## config.mk

```make
export PLATFORM = sky130hd
export DESIGN_NAME = sw_cfg_responder
export DESIGN_NICKNAME = d
export VERILOG_FILES = /design/src/rtl/sw_cfg_pkg.sv /design/src/rtl/sw_cfg_regfile.sv /design/src/rtl/sw_cfg_responder.sv
export SDC_FILE = /design/constraint.sdc
export NUM_CORES = 1
export LEC_CHECK = 0
export ABC_AREA = 1
export CAP_MARGIN = 0
export CORE_AREA = 4 4 103 105
export CTS_BUF_LIST = sky130_fd_sc_hd__clkbuf_16
export DETAILED_ROUTE_END_ITERATION = 8
export DIE_AREA = 0 0 107 109
export GPL_TIMING_DRIVEN = 0
export MAX_ROUTING_LAYER = met4
export PLACE_DENSITY = 0.74
export SLEW_MARGIN = 10
export SYNTH_ARGS = -nofsm -noshare
export SYNTH_HDL_FRONTEND = slang
export SYNTH_SLANG_ARGS = --single-unit
```

## constraint.sdc

```tcl
create_clock -name clk -period 1.77 [get_ports clk]
set_clock_uncertainty 0.2 [all_clocks]
set_input_delay 0.354 -clock clk [delete_from_list [all_inputs] [get_ports clk]]
set_output_delay 0.354 -clock clk [all_outputs]
set_load 0.02 [all_outputs]
```

## src/rtl/sw_cfg_pkg.sv

```systemverilog
// ----------------------------------------------------------------------------
// sw_cfg_pkg : shared types and helpers for the switch-side config responder
// Rev 1.0
// ----------------------------------------------------------------------------
`default_nettype none

package sw_cfg_pkg;

  typedef enum logic [1:0] {
    ST_IDLE    = 2'd0,
    ST_RD_WAIT = 2'd1,
    ST_WR_ACK  = 2'd2,
    ST_RD_ACK  = 2'd3
  } state_t;

  localparam int ACK_DATA_IDLE = 0;
  localparam int DELAY_W       = 4;

  function automatic int cfg_lsb(input int idx, input int width);
    return idx * width;
  endfunction

endpackage

`default_nettype wire

```

## src/rtl/sw_cfg_regfile.sv

```systemverilog
// ----------------------------------------------------------------------------
// sw_cfg_regfile : configuration registers, one write port, comb read, flat bus
// Rev 1.0
// ----------------------------------------------------------------------------
`default_nettype none

module sw_cfg_regfile
  import sw_cfg_pkg::*;
#(
  parameter int                   W_WIDTH   = 8,
  parameter int                   NUM_REGS  = 8,
  parameter logic [W_WIDTH-1:0]   RESET_VAL = '0
) (
  input  logic                          clk,
  input  logic                          rst,
  input  logic                          we,
  input  logic [W_WIDTH-1:0]            waddr,
  input  logic [W_WIDTH-1:0]            wdata,
  input  logic [W_WIDTH-1:0]            raddr,
  output logic [W_WIDTH-1:0]            rdata,
  output logic [NUM_REGS*W_WIDTH-1:0]   cfg_out
);

  localparam int AW = W_WIDTH + 1;

  logic [W_WIDTH-1:0] regs [NUM_REGS];

  // Full-width equality per register: addresses >= NUM_REGS match nothing.
  always_ff @(posedge clk) begin
    if (rst) begin
      for (int i = 0; i < NUM_REGS; i++) regs[i] <= RESET_VAL;
    end else if (we) begin
      for (int i = 0; i < NUM_REGS; i++) begin
        if ({1'b0, waddr} == AW'(i)) regs[i] <= wdata;
      end
    end
  end

  always_comb begin
    rdata = '0;
    for (int i = 0; i < NUM_REGS; i++) begin
      if ({1'b0, raddr} == AW'(i)) rdata = regs[i];
    end
  end

  for (genvar g = 0; g < NUM_REGS; g++) begin : g_cfg
    assign cfg_out[cfg_lsb(g, W_WIDTH) +: W_WIDTH] = regs[g];
  end

endmodule

`default_nettype wire

```

## src/rtl/sw_cfg_responder.sv

```systemverilog
// ----------------------------------------------------------------------------
// sw_cfg_responder : switch end of the decoder link, one outstanding transaction
// Rev 1.0
// ----------------------------------------------------------------------------
`default_nettype none

module sw_cfg_responder
  import sw_cfg_pkg::*;
#(
  parameter int                   READ_DELAY = 1,
  parameter int                   W_WIDTH    = 8,
  parameter int                   NUM_REGS   = 8,
  parameter logic [W_WIDTH-1:0]   RESET_VAL  = '0
) (
  input  logic                          clk,
  input  logic                          rst,
  input  logic                          sel_en,
  input  logic                          wr_rd_s,
  input  logic [W_WIDTH-1:0]            addr,
  input  logic [W_WIDTH-1:0]            wr_data,
  output logic                          ack,
  output logic [W_WIDTH-1:0]            rd_data,
  output logic                          busy,
  output logic [NUM_REGS*W_WIDTH-1:0]   cfg_out,
  output logic                          proto_err
);

  state_t               state, state_nx;
  logic [DELAY_W-1:0]   cnt, cnt_nx;
  logic [W_WIDTH-1:0]   cap_addr;
  logic [W_WIDTH-1:0]   cap_data;
  logic [W_WIDTH-1:0]   cap_rd;
  logic [W_WIDTH-1:0]   rf_rdata;
  logic                 accept;
  logic                 rf_we;

  assign accept = sel_en && (state == ST_IDLE);
  assign rf_we  = (state == ST_WR_ACK);

  sw_cfg_regfile #(
    .W_WIDTH   (W_WIDTH),
    .NUM_REGS  (NUM_REGS),
    .RESET_VAL (RESET_VAL)
  ) u_regfile (
    .clk     (clk),
    .rst     (rst),
    .we      (rf_we),
    .waddr   (cap_addr),
    .wdata   (cap_data),
    .raddr   (addr),
    .rdata   (rf_rdata),
    .cfg_out (cfg_out)
  );

  // Read data is snapshotted at accept so a long READ_DELAY returns accept-time contents.
  always_ff @(posedge clk) begin
    if (rst) begin
      state     <= ST_IDLE;
      cnt       <= '0;
      cap_addr  <= '0;
      cap_data  <= '0;
      cap_rd    <= '0;
      proto_err <= 1'b0;
    end else begin
      state <= state_nx;
      cnt   <= cnt_nx;
      if (accept) begin
        cap_addr <= addr;
        cap_data <= wr_data;
        cap_rd   <= rf_rdata;
      end
      if (sel_en && (state != ST_IDLE)) proto_err <= 1'b1;
    end
  end

  always_comb begin
    state_nx = state;
    cnt_nx   = cnt;
    ack      = 1'b0;
    rd_data  = W_WIDTH'(ACK_DATA_IDLE);
    busy     = (state != ST_IDLE);
    case (state)
      ST_IDLE: begin
        if (sel_en) begin
          if (wr_rd_s) begin
            state_nx = ST_WR_ACK;
          end else if (READ_DELAY == 0) begin
            state_nx = ST_RD_ACK;
          end else begin
            state_nx = ST_RD_WAIT;
            cnt_nx   = DELAY_W'(READ_DELAY);
          end
        end
      end
      ST_RD_WAIT: begin
        cnt_nx = cnt - 1'b1;
        if (cnt <= DELAY_W'(1)) state_nx = ST_RD_ACK;
      end
      ST_WR_ACK: begin
        ack      = 1'b1;
        state_nx = ST_IDLE;
      end
      ST_RD_ACK: begin
        ack      = 1'b1;
        rd_data  = cap_rd;
        state_nx = ST_IDLE;
      end
      default: state_nx = ST_IDLE;
    endcase
  end

endmodule

`default_nettype wire

```

# ---- Word level (Yosys, flattened, before mapping)
# Memories as Yosys holds them, arrays and structs flattened.
# Cells that the tools add are included.
dict set report word_totals {
  latchBits 0
  output_inout_bits 75
  word_cells 106
  inputBits 20
  rom_bits 0
  mem_bits_rw 64
  memories 1
  ff_bits 31
}
# name depth word_bits read_ports rd_ports_with_merged_regs write_ports line_no
set memory_table {}
lappend memory_table {u_regfile.regs 8 8 8 0 8 sw_cfg_regfile.sv:26} ;# logic [W_WIDTH-1:0] regs [NUM_REGS];
dict set report classes {
  n_div 0
  n_addsub 1
  mul 0
  shift 0
  bitwise_logic 8
  n_eq_ne 20
  reduce_logical 10
  n_mux 59
  magnitude_cmp 1
}
# op count
set op_table {}
lappend op_table {{$mux 8} 17}
lappend op_table {{$eq 8x3->1 const B} 8}
lappend op_table {{$mux 1} 35}
lappend op_table {{$eq 8x2->1 const B} 4}
lappend op_table {{$eq 8x1->1 const B} 2}
lappend op_table {{$logic_not 8->1} 2}
lappend op_table {{$mux 4} 2}
lappend op_table {{$or 1x1->1} 8}
lappend op_table {{$pmux 4 s2} 1}
lappend op_table {{$mux 2} 3}
lappend op_table {{$ne 2x2->1 const B} 3}
lappend op_table {{$pmux 2 s3} 1}
lappend op_table {{$eq 2x2->1 const B} 2}
lappend op_table {{$le 4x1->1 const B} 1}
lappend op_table {{$reduce_bool 2->1} 2}
lappend op_table {{$sub 4x1->4 const B} 1}
lappend op_table {{$reduce_and 3->1} 1}
lappend op_table {{$eq 2x1->1 const B} 1}
lappend op_table {{$logic_and 1x1->1} 2}
lappend op_table {{$logic_not 2->1} 1}
lappend op_table {{$reduce_and 2->1} 1}
lappend op_table {{$reduce_or 2->1} 1}

# ---- Logic depth before layout (Yosys ltp)
dict set report logic_depth {
  depth_word 9
  ltp_mapped 10
  ltp_nobuf 9
}

# ---- Hierarchy
# From an unflattened synthesis, not the netlist that was laid out.
dict set report hier_totals {
  cells_unflattened 456
  area_unflattened_um2 4125.2
}
# module seq_area_each_um2 area_per_inst_um2 n_inst cells_per_inst
set by_module_without_submodules {}
lappend by_module_without_submodules {sw_cfg_regfile 1921.8 2874.0 1 292}
lappend by_module_without_submodules {sw_cfg_responder 620.6 1251.2 1 164}

# ---- Worst setup path after synthesis
# No wires, ideal clock.
dict set report synth_timing {
  kind {register -> register}
  startpoint {reg cap_addr[7]}
  endpoint {mem u_regfile.regs[0][0], enable pin}
  arrival_ns 1.289
  t_required_ns 1.241
  stages_incl_launch_ff 6
  path_buffers 0
  setup_ns 0.329
  path_slack_ns -0.048
  synth_period_minus_slack_ns 1.818
  cell_sequence {dfxtp_1 -> nor4_1 -> inv_1 -> nor3_1 -> nand2_2 -> nand2_1}
}
# element line_no
set synth_rtl {}
lappend synth_rtl {{from (decl)} sw_cfg_responder.sv:30} ;# logic [W_WIDTH-1:0] cap_addr;
lappend synth_rtl {{from (signal assigned)} sw_cfg_responder.sv:68} ;# cap_addr <= addr;
lappend synth_rtl {{to (decl)} sw_cfg_regfile.sv:26}

==> reports/results.ini <==
[global_routing]
antenna_found_initial=0
grt_max_degree=16
grt_overflow=0
grt_pass1_vias=3549
track_usage_pct=20.82
grt_pass1_wl_um=17920

[detailed_routing]
viasPerCell=5.253
drcViolationCount=0
postRouteAntennaNets=0
wl_um=12370
post_drt_wl_per_cell_um=17.29
num_vias=3756
firstDrtPassIters=5
drtIter0Drc=333

[synth]
ys_ff_latch=95
synth_top_area_share_pct=45.20
syn_avg_cell_area_um2=9.385
syn_area_um2=4252
synth_cells=453
synth_edf_count=64
synthFlopType=edfxtp_1
ys_warn_count=0
syn_nets=475
ys_seq_area_share_pct=59.80
synth_cell_types=34
synthTopCellsByCount=nor2_1 (106), nand2_1 (68), edfxtp_1 (64)
synthTopCellsByArea=edfxtp_1 (45%), dfxtp_1 (15%), nor2_1 (9.4%), nand2_1 (6.0%), inv_1 (4.6%)
async_flop_share_pct=0
yosysMostFrequentCell=nor2_1
synth_top_cell_by_area=edfxtp_1

[sta]
worst_pin_slew_ns=0.4614
hold_violations=0
slew_headroom_pct=69.01
fin_crit_ns=1.763
max_clock_freq_mhz=567.3
drv_slew=0
fin_hold_ws_ns=0.1314
period_share_pct=99.59
worst_slack_ns=0.007337
setup_viol=0
rsz0062_at_grt=yes

[clocking]
cts-root-buf=clkbuf_16
cts_tree=built
cts-htree-levels=3
ctsHoldBuffers=0
cts.clk_slew.worst_paths_ns=0.07
cts.sinks=95
cts_buffers=9
clk_latency_ns=0.34
cts_buffer_depth=2

[final_layout]
nets=599
drive_gt1_share_pct=20.79
synthToLayoutAreaGrowth_pct=39.41
multi_input_area_um2=1674
seq_area_um2=2551
n_antenna_cell=0
fillers=816
final_cells=715

[placement]
post-place-ws_ns=-0.6092
gp_congestion=0.9801
placedCellCount=680
hpwl_um=8449
port_buffers=94

[power]
p_per_area_nw_per_um2=849.2
vdd_drop_max_mv=0.5833
power_leakage_nw=2.590

[critical_path]
crit_path_end_kind=flip-flop
start_kind=flip-flop
critPathArrivalTime_ns=1.61
critPathKind=flip-flop to flip-flop
slowest_stage=dfxtp_2
cp.required_ns=1.62
crit_chain=nor4_4, inv_2, nor3_4, nand2_2, nand2_4
regToRegSetupSlack_ns=0.007
slowest_delay_ns=0.33
critPathMaxFanout=8

[floorplanning]
start_util_pct=44.11
coreArea_um2=9639
dieArea_um2=11660
ios=95
die_w_um=107
rows=36
dieHeight_um=109

[job]
max_cap_violations=0

[min_path]
holdCritPathClass=input port to flip-flop

[outcome]
status=complete, no violations

[per-stage QoR]
stage               util (%)  area (µm²)  power, W  setup TNS [ns]
CTS                    59.63        5748  0.004966          -2.149
global placement       55.59        5359  0.003236          -71.02
global route           61.49        5927  0.005183         -0.5163
finish                 61.49        5927  0.005033               0
floorplan                  -        4252  0.002956          -1.525
detailed placement     55.59        5359  0.003255          -75.63
[where the power goes]
group          switching (W)  internal [W]
clock               0.000824      0.000942
combinational       0.000446      0.000236
sequential         0.0000959       0.00249
total                0.00137       0.00367
[critical path: cells and delay by family, from the launching register on]
| kind | cells | cell delay, ns |
|---|---|---|
| buffers and inverters | 1 | 0.14 |
| DFF | 1 | 0.33 |
| and+or+nand+nor | 4 | 0.80 |
[logic make-up (layout without fill, tap and decap cells)]
group / after synthesis / in the layout / synth area share [%]
AND/OR/NAND/NOR: 234 / 235 / 24.99
flip-flops: 95 / 95 / 59.80
buffers and inverters: 68 / 196 / 6.798
AO/OA/AOI/OAI: 53 / 53 / 7.622
adder cells (fa/ha/maj): 2 / 2 / 0.5885
XOR/XNOR: 1 / 1 / 0.2060
[sequential cells by signal, indices dropped and copies added, names as in the netlist]
| signal | count |
|---|---|
| u_regfile.regs | 64 |
| cap_addr | 8 |
| cap_data | 8 |
| cap_rd | 8 |
| cnt | 4 |
| state | 2 |
| proto_err | 1 |
[per-layer routing]
metal	global-route usage (%)	wire [µm]	vias up	share of wire (%)
met5	-	0	-	0
met1	24.36	4688	1786	38
met2	35.75	6438	191	52
li1	-	-	1750	-
met3	3.908	993	29	8.0
met4	8.128	244	0	2.0
[cell usage in the layout, fill, tap and decap left out, types with 10 or more instances in the layout]
cell type,instances
buf_2,10
buf_4,17
clkdlybuf4s50_1,10
dfxtp_1,28
dlygate4sd2_1,73
edfxtp_1,64
inv_1,51
nand2_1,50
nand2_2,10
nand2_4,16
nand3_1,25
nor2_1,99
o21ai_0,19
[area by class of cell]
cell class / instances / area share, %
Buffer: 13 / 1.668
Multi-Input combinational cell: 291 / 28.25
Inverter: 55 / 3.525
Sequential cell: 95 / 43.04
Tap cell: 133 / 2.808
Timing Repair Buffer: 112 / 16.28
Clock buffer: 9 / 3.800
Clock inverter: 7 / 0.6333
[path summary, 6_finish.rpt]
kind / startpoint / endpoint / depth (start not counted)
setup / recovery: cap_addr[7] / u_regfile.regs[0][6] / 5
hold / removal: rst / cap_rd[7] / 2
setup reg to reg: cap_addr[7] / u_regfile.regs[0][6] / 5
hold reg to reg: cnt[1] / cnt[1] / 2
[repair_timing]
item,CTS,global route
buffers inserted,8,10
cloned,0,1
resized for setup,159,30
setup endpoints to repair,203,131
pin swaps,9,9
endpoints found under the hold margin,0,0
(Power assumes the default switching activity.)
==> patch 1: new RTL, same settings <==
`W_WIDTH` is set to 8 in 2 places; all go to 6.
--- a/src/rtl/sw_cfg_regfile.sv
+++ b/src/rtl/sw_cfg_regfile.sv
@@ -9,3 +9,3 @@
 #(
-  parameter int                   W_WIDTH   = 8,
+  parameter int                   W_WIDTH   = 6,
   parameter int                   NUM_REGS  = 8,
--- a/src/rtl/sw_cfg_responder.sv
+++ b/src/rtl/sw_cfg_responder.sv
@@ -10,3 +10,3 @@
   parameter int                   READ_DELAY = 1,
-  parameter int                   W_WIDTH    = 8,
+  parameter int                   W_WIDTH    = 6,
   parameter int                   NUM_REGS   = 8,
Interface: changed (resized addr, cfg_out, rd_data and wr_data); port bits go from 95 to 73. The function was not compared with the original's and may differ.
==> patch 1 against the original RTL <==
  * The run now ends with setup timing left
  * Setup slack worse by 90 ps
  * Fmax down 4.9%
  * Design area down 21%
  * Routed wire length down 23%
  * Area after synthesis down 24%
  * Total power down 14%
  * Sequential cell count down 22
  * Combinational power down 18%
  * Critical path type unchanged
  * Critical endpoint is now u_regfile.regs[0][14]$_SDFFCE_PN0P_
  * Highest routed layer unchanged
==> patch 1: results (changes against the original RTL) <==
Timing
  • Slew HR: 67.0% (-2.0 points)
  • Final Worst Setup Slack: -82.9 ps (-90.3 ps)
  • # setup viols final: 44 (+44)

Worst setup path
  • Worst Path Arrival: 1690 ps (+80 ps)
  • Worst setup path startpoint: state[0]$_SDFFE_PP0P_
  • Worst stage delay on the critical path: 370 ps (+40 ps)
  • CP Capture Point: u_regfile.regs[0][14]$_SDFFCE_PN0P_

Routing
  • Iteration-0 DRC Markers: 176 (-47%)
  • Routed len/inst: 16.0 µm (-7.5%)

Layout
  • Layout Nets: 473 (-21%)
  • Sequential cell area share: 41.4% (-1.7 points)
  • Clock-cell share: 6.35% (+1.9 points)
  • Buffers outside the clock class: 97 (-22%)
  • Non-clk buf share: 17.9% (-0.069 points)
  • Max FFs per register: 48 (-25%)
  • Nonclk inv count: 45 (-18%)
  • # fillers: 913 (+12%)
  • Fraction of layout instances using a drive strength above 1: 21.7% (+0.95 points)
  • CLK BUF: 11 (+2)
  • Multi-input logic cell count: 229 (-21%)

Power
  • Worst IR drop on VDD: 0.580 mV (-0.59%)
  • Sw Ratio: 25.8% (-1.4 points)

Clocking
  • Post-CTS Setup Repair Bufs: 11 (+3)
  • Post-CTS sizing: 134 (-16%)

Worst hold path
  • Hold Path Sink: proto_err$_SDFFE_PP0P_

Outcome
  • Status: finished, violations left
  • Violated checks: setup timing

GRT
  • Vias in the first global route: 2,851 (-20%)
  • GRT Overall Usage: 16.6% (-4.2 points)

Placement
  • Placer Congestion: 0.931 (-5.1%)
  • DPL Wire Length: 6.84 mm (-19%)
  • Area after DPL: 4110 µm² (-23%)

Synthesis
  • Library cells used by synthesis: 26 (-24%)
  • Number of synthesized flops with an enable pin: 48 (-25%)
  • Syn nets: 375 (-21%)
  • Seq/Total Area, Yosys: 60.4% (+0.61 points)
[patch 1: power by group through the flow]
| stage | Clock, mW | Sequential, mW | Combinational, mW |
|---|---|---|---|
| after floorplan | 0 | 2.08 | 0.222 |
| after global placement | 0 | 2.03 | 0.504 |
| after detailed placement | 0 | 2.03 | 0.517 |
| after CTS | 1.78 | 2.00 | 0.528 |
| after global routing | 1.86 | 2.01 | 0.611 |
| final | 1.78 | 2.00 | 0.561 |
[patch 1: metal layers]
layer,global-route usage (%),wire (µm),up-vias
met3,3.67,663,11
met2,26.3,4610,119
met1,21.1,4050,1379
met4,6.21,158,0
met5,-,0,-
li1,-,-,1372
[patch 1: cells by family (layout without fill, tap and decap cells)]
kind of cell	count (synthesis)	after routing	share of synthesized area, %
buf+inv	55	158	6.66
flops	73	73	60.4
xor+xnor	1	1	0.273
simple gates	186	186	25.1
fa+ha+maj	2	2	0.778
compound gates	40	40	6.73
==> patch 2: new RTL, config.mk and constraints unchanged <==
Without the edit above. Make the reset (`rst`) asynchronous in 2 clocked blocks.
--- a/src/rtl/sw_cfg_regfile.sv
+++ b/src/rtl/sw_cfg_regfile.sv
@@ -28,3 +28,3 @@
   // Full-width equality per register: addresses >= NUM_REGS match nothing.
-  always_ff @(posedge clk) begin
+  always_ff @(posedge clk or posedge rst) begin
     if (rst) begin
--- a/src/rtl/sw_cfg_responder.sv
+++ b/src/rtl/sw_cfg_responder.sv
@@ -55,3 +55,3 @@
   // Read data is snapshotted at accept so a long READ_DELAY returns accept-time contents.
-  always_ff @(posedge clk) begin
+  always_ff @(posedge clk or posedge rst) begin
     if (rst) begin
Formal check against the unedited RTL: differs if rst is asserted again (counterexample within 4 cycles, from zero or initial values and one cycle with rst high); with rst held inactive, the same outputs for 10 cycles.
==> patch 2 against the original RTL <==
  * Critical path type unchanged
  * Non-clock buffer count fell by 7
  * Sequential cell count did not move
  * Sequential share of layout area fell by 2.8 points
  * Setup slack barely moved
  * Synthesized cell count rose by 8.4%
  * Worst hold slack improved by 93 ps
  * Critical path depth rose by 3
  * Cell count rose by 3.8%
  * Largest cell class unchanged
  * Design area fell by 0.27%
  * Area after synthesis rose by 0.24%
  * Routed wire length rose by 5.1%
Power is not compared: it rests on default switching activity, and its combinational part moved more than twofold at a synthesized area within 25%.
==> patch 2: results (changes against the original RTL) <==
Synthesis
  • Library cells used by synthesis: 29 (-15%)
  • Cells after Synth: 491 (+8.4%)
  • Share of async-settable or async-resettable flops after synthesis: 100% (+100 points)
  • Top cells by count, synth: nand2_1 (145), dfrtp_1 (95), o21ai_1 (51)
  • Ranking of synthesized cells by area: dfrtp_1 (56%), nand2_1 (13%), o21ai_1 (6.0%), inv_1 (3.4%), nand3_1 (3.2%)
  • Syn nets: 513 (+8.0%)
  • Seq/Total Area, Yosys: 55.8% (-4.0 points)

Layout
  • Register area: 2380 µm² (-6.7%)
  • Max FFs per register: 64 (unchanged)
  • Layout Nets: 627 (+4.7%)
  • # fillers: 874 (+7.1%)
  • Final cell count without fillers: 742 (+3.8%)
  • Fraction of layout instances using a drive strength above 1: 18.6% (-2.2 points)

Power
  • Worst IR drop on VDD: 0.683 mV

Placement
  • PortBufs: 94 (unchanged)
  • Cells after DPL: 720 (+5.9%)
  • Placer Congestion: 0.910 (-7.1%)
  • DPL Wire Length: 9.08 mm (+7.5%)
  • Area after DPL: 5410 µm² (+1.0%)

Worst setup path
  • CP Max Fanout: 10 (+2)
  • Worst Path Arrival: 1780 ps (+170 ps)
  • Slowest-stage cell, CP: dfrtp_2
  • Crit path max-delay family: buffers and inverters
  • Worst stage delay on the critical path: 450 ps (+120 ps)

Timing
  • Worst Tran Pin Value: 670 ps (+209 ps)

GRT
  • First-pass GRT wire length: 20.3 mm (+13%)
  • Pin count of the biggest net entering global routing: 37 (+21)
  • GRT Overall Usage: 23.5% (+2.7 points)
  • Vias in the first global route: 3,804 (+7.2%)
  • Initial antenna violation count: 0 (unchanged)

Outcome
  • Status: completed

Clocking
  • H-tree levels: 3 (unchanged)
  • Root Buffer: clkbuf_16
  • Clk_lat worst skew: 340 ps (about the same)

Routing
  • Via count: 3,970 (+5.7%)
  • Iteration-0 DRC Markers: 352 (+5.7%)
  • Routed len/inst: 17.5 µm (+1.3%)
[patch 2: cell count changes in the layout (fill, tap and decap cells not counted), sizes merged, moves of 15 or more]
cell	delta
inv	-15
edfxtp	-64
dfrtp	+95
nor2	-78
nand2	+74
o21ai	+61
dfxtp	-31
[patch 2: cell type report]
class	count	area share, %
sequential	95	40.3
multi-input combinational	338	31.4
timing repair buffer	105	15.8
clock buffer	9	3.81
inverter	43	2.88
tap	133	2.82
buffer	13	2.01
clock inverter	6	1.06
[patch 2: worst min-delay path, stage by stage]
cell            delay [ps]
dlymetal6s2s_1         150
inv_4                  110
o21ai_0                100
[patch 2: path summary, 6_finish.rpt]
kind | start | end | slack [ps] | cells past startpoint
setup / recovery | state[1]$_DFFE_PP0P_ | u_regfile.cfg_out[32]$_DFFE_PP0P_ | 8 | 8
hold / removal | addr[3] | cap_addr[3]$_DFFE_PP0P_ | 220 | 3
setup reg to reg | state[1]$_DFFE_PP0P_ | u_regfile.cfg_out[32]$_DFFE_PP0P_ | 8 | 8
hold reg to reg | proto_err$_DFFE_PP0P_ | proto_err$_DFFE_PP0P_ | 250 | 1
max in group asynchronous | rst | u_regfile.cfg_out[29]$_DFFE_PP0P_ | 520 | 3
min in group asynchronous | rst | cap_addr[5]$_DFFE_PP0P_ | 250 | 2
[patch 2: where the power goes]
part / internal [mW] / switching (mW) / leakage (nW)
logic: 0.955 / 1.86 / 1.67
clock network: 1.08 / 0.837 / 0.139
registers: 2.82 / 0.593 / 1.24
total: 4.86 / 3.29 / 3.05
[patch 2: per-layer routing]
layer	wire length [µm]	up-vias	global-route usage [%]	share of wire, %
met5	0	-	-	0
met4	374	0	8.40	2.9
met3	917	32	4.80	7.1
met2	6240	196	36.0	48
met1	5460	1910	31.3	42
li1	-	1832	-	-
[patch 2: what timing repair did]
action,CTS,global route
setup endpoints to repair,90,84
setup buffers,5,3
gates cloned,1,0
gates resized for setup,143,50
pin swaps,9,8
[patch 2: per-stage QoR]
stage | TNS (ps) | setup WS (ps) | power (mW)
2_1_floorplan | 0 | 96.3 | 4.88
3_3_place_gp | -84990 | -817 | 6.16
3_5_place_dp | -9100 | -619 | 6.29
4_1_cts | -136 | -41.6 | 7.96
5_1_grt | -654 | -93.4 | 8.63
6_report | 0 | 7.65 | 8.15
[patch 2: cells by family after synthesis]
family          synth area share (%)
fa+ha+maj                      0.587
compound gates                  13.2
xor+xnor                       0.206
flops                           55.8
simple gates                    23.7
buf+inv                         6.52
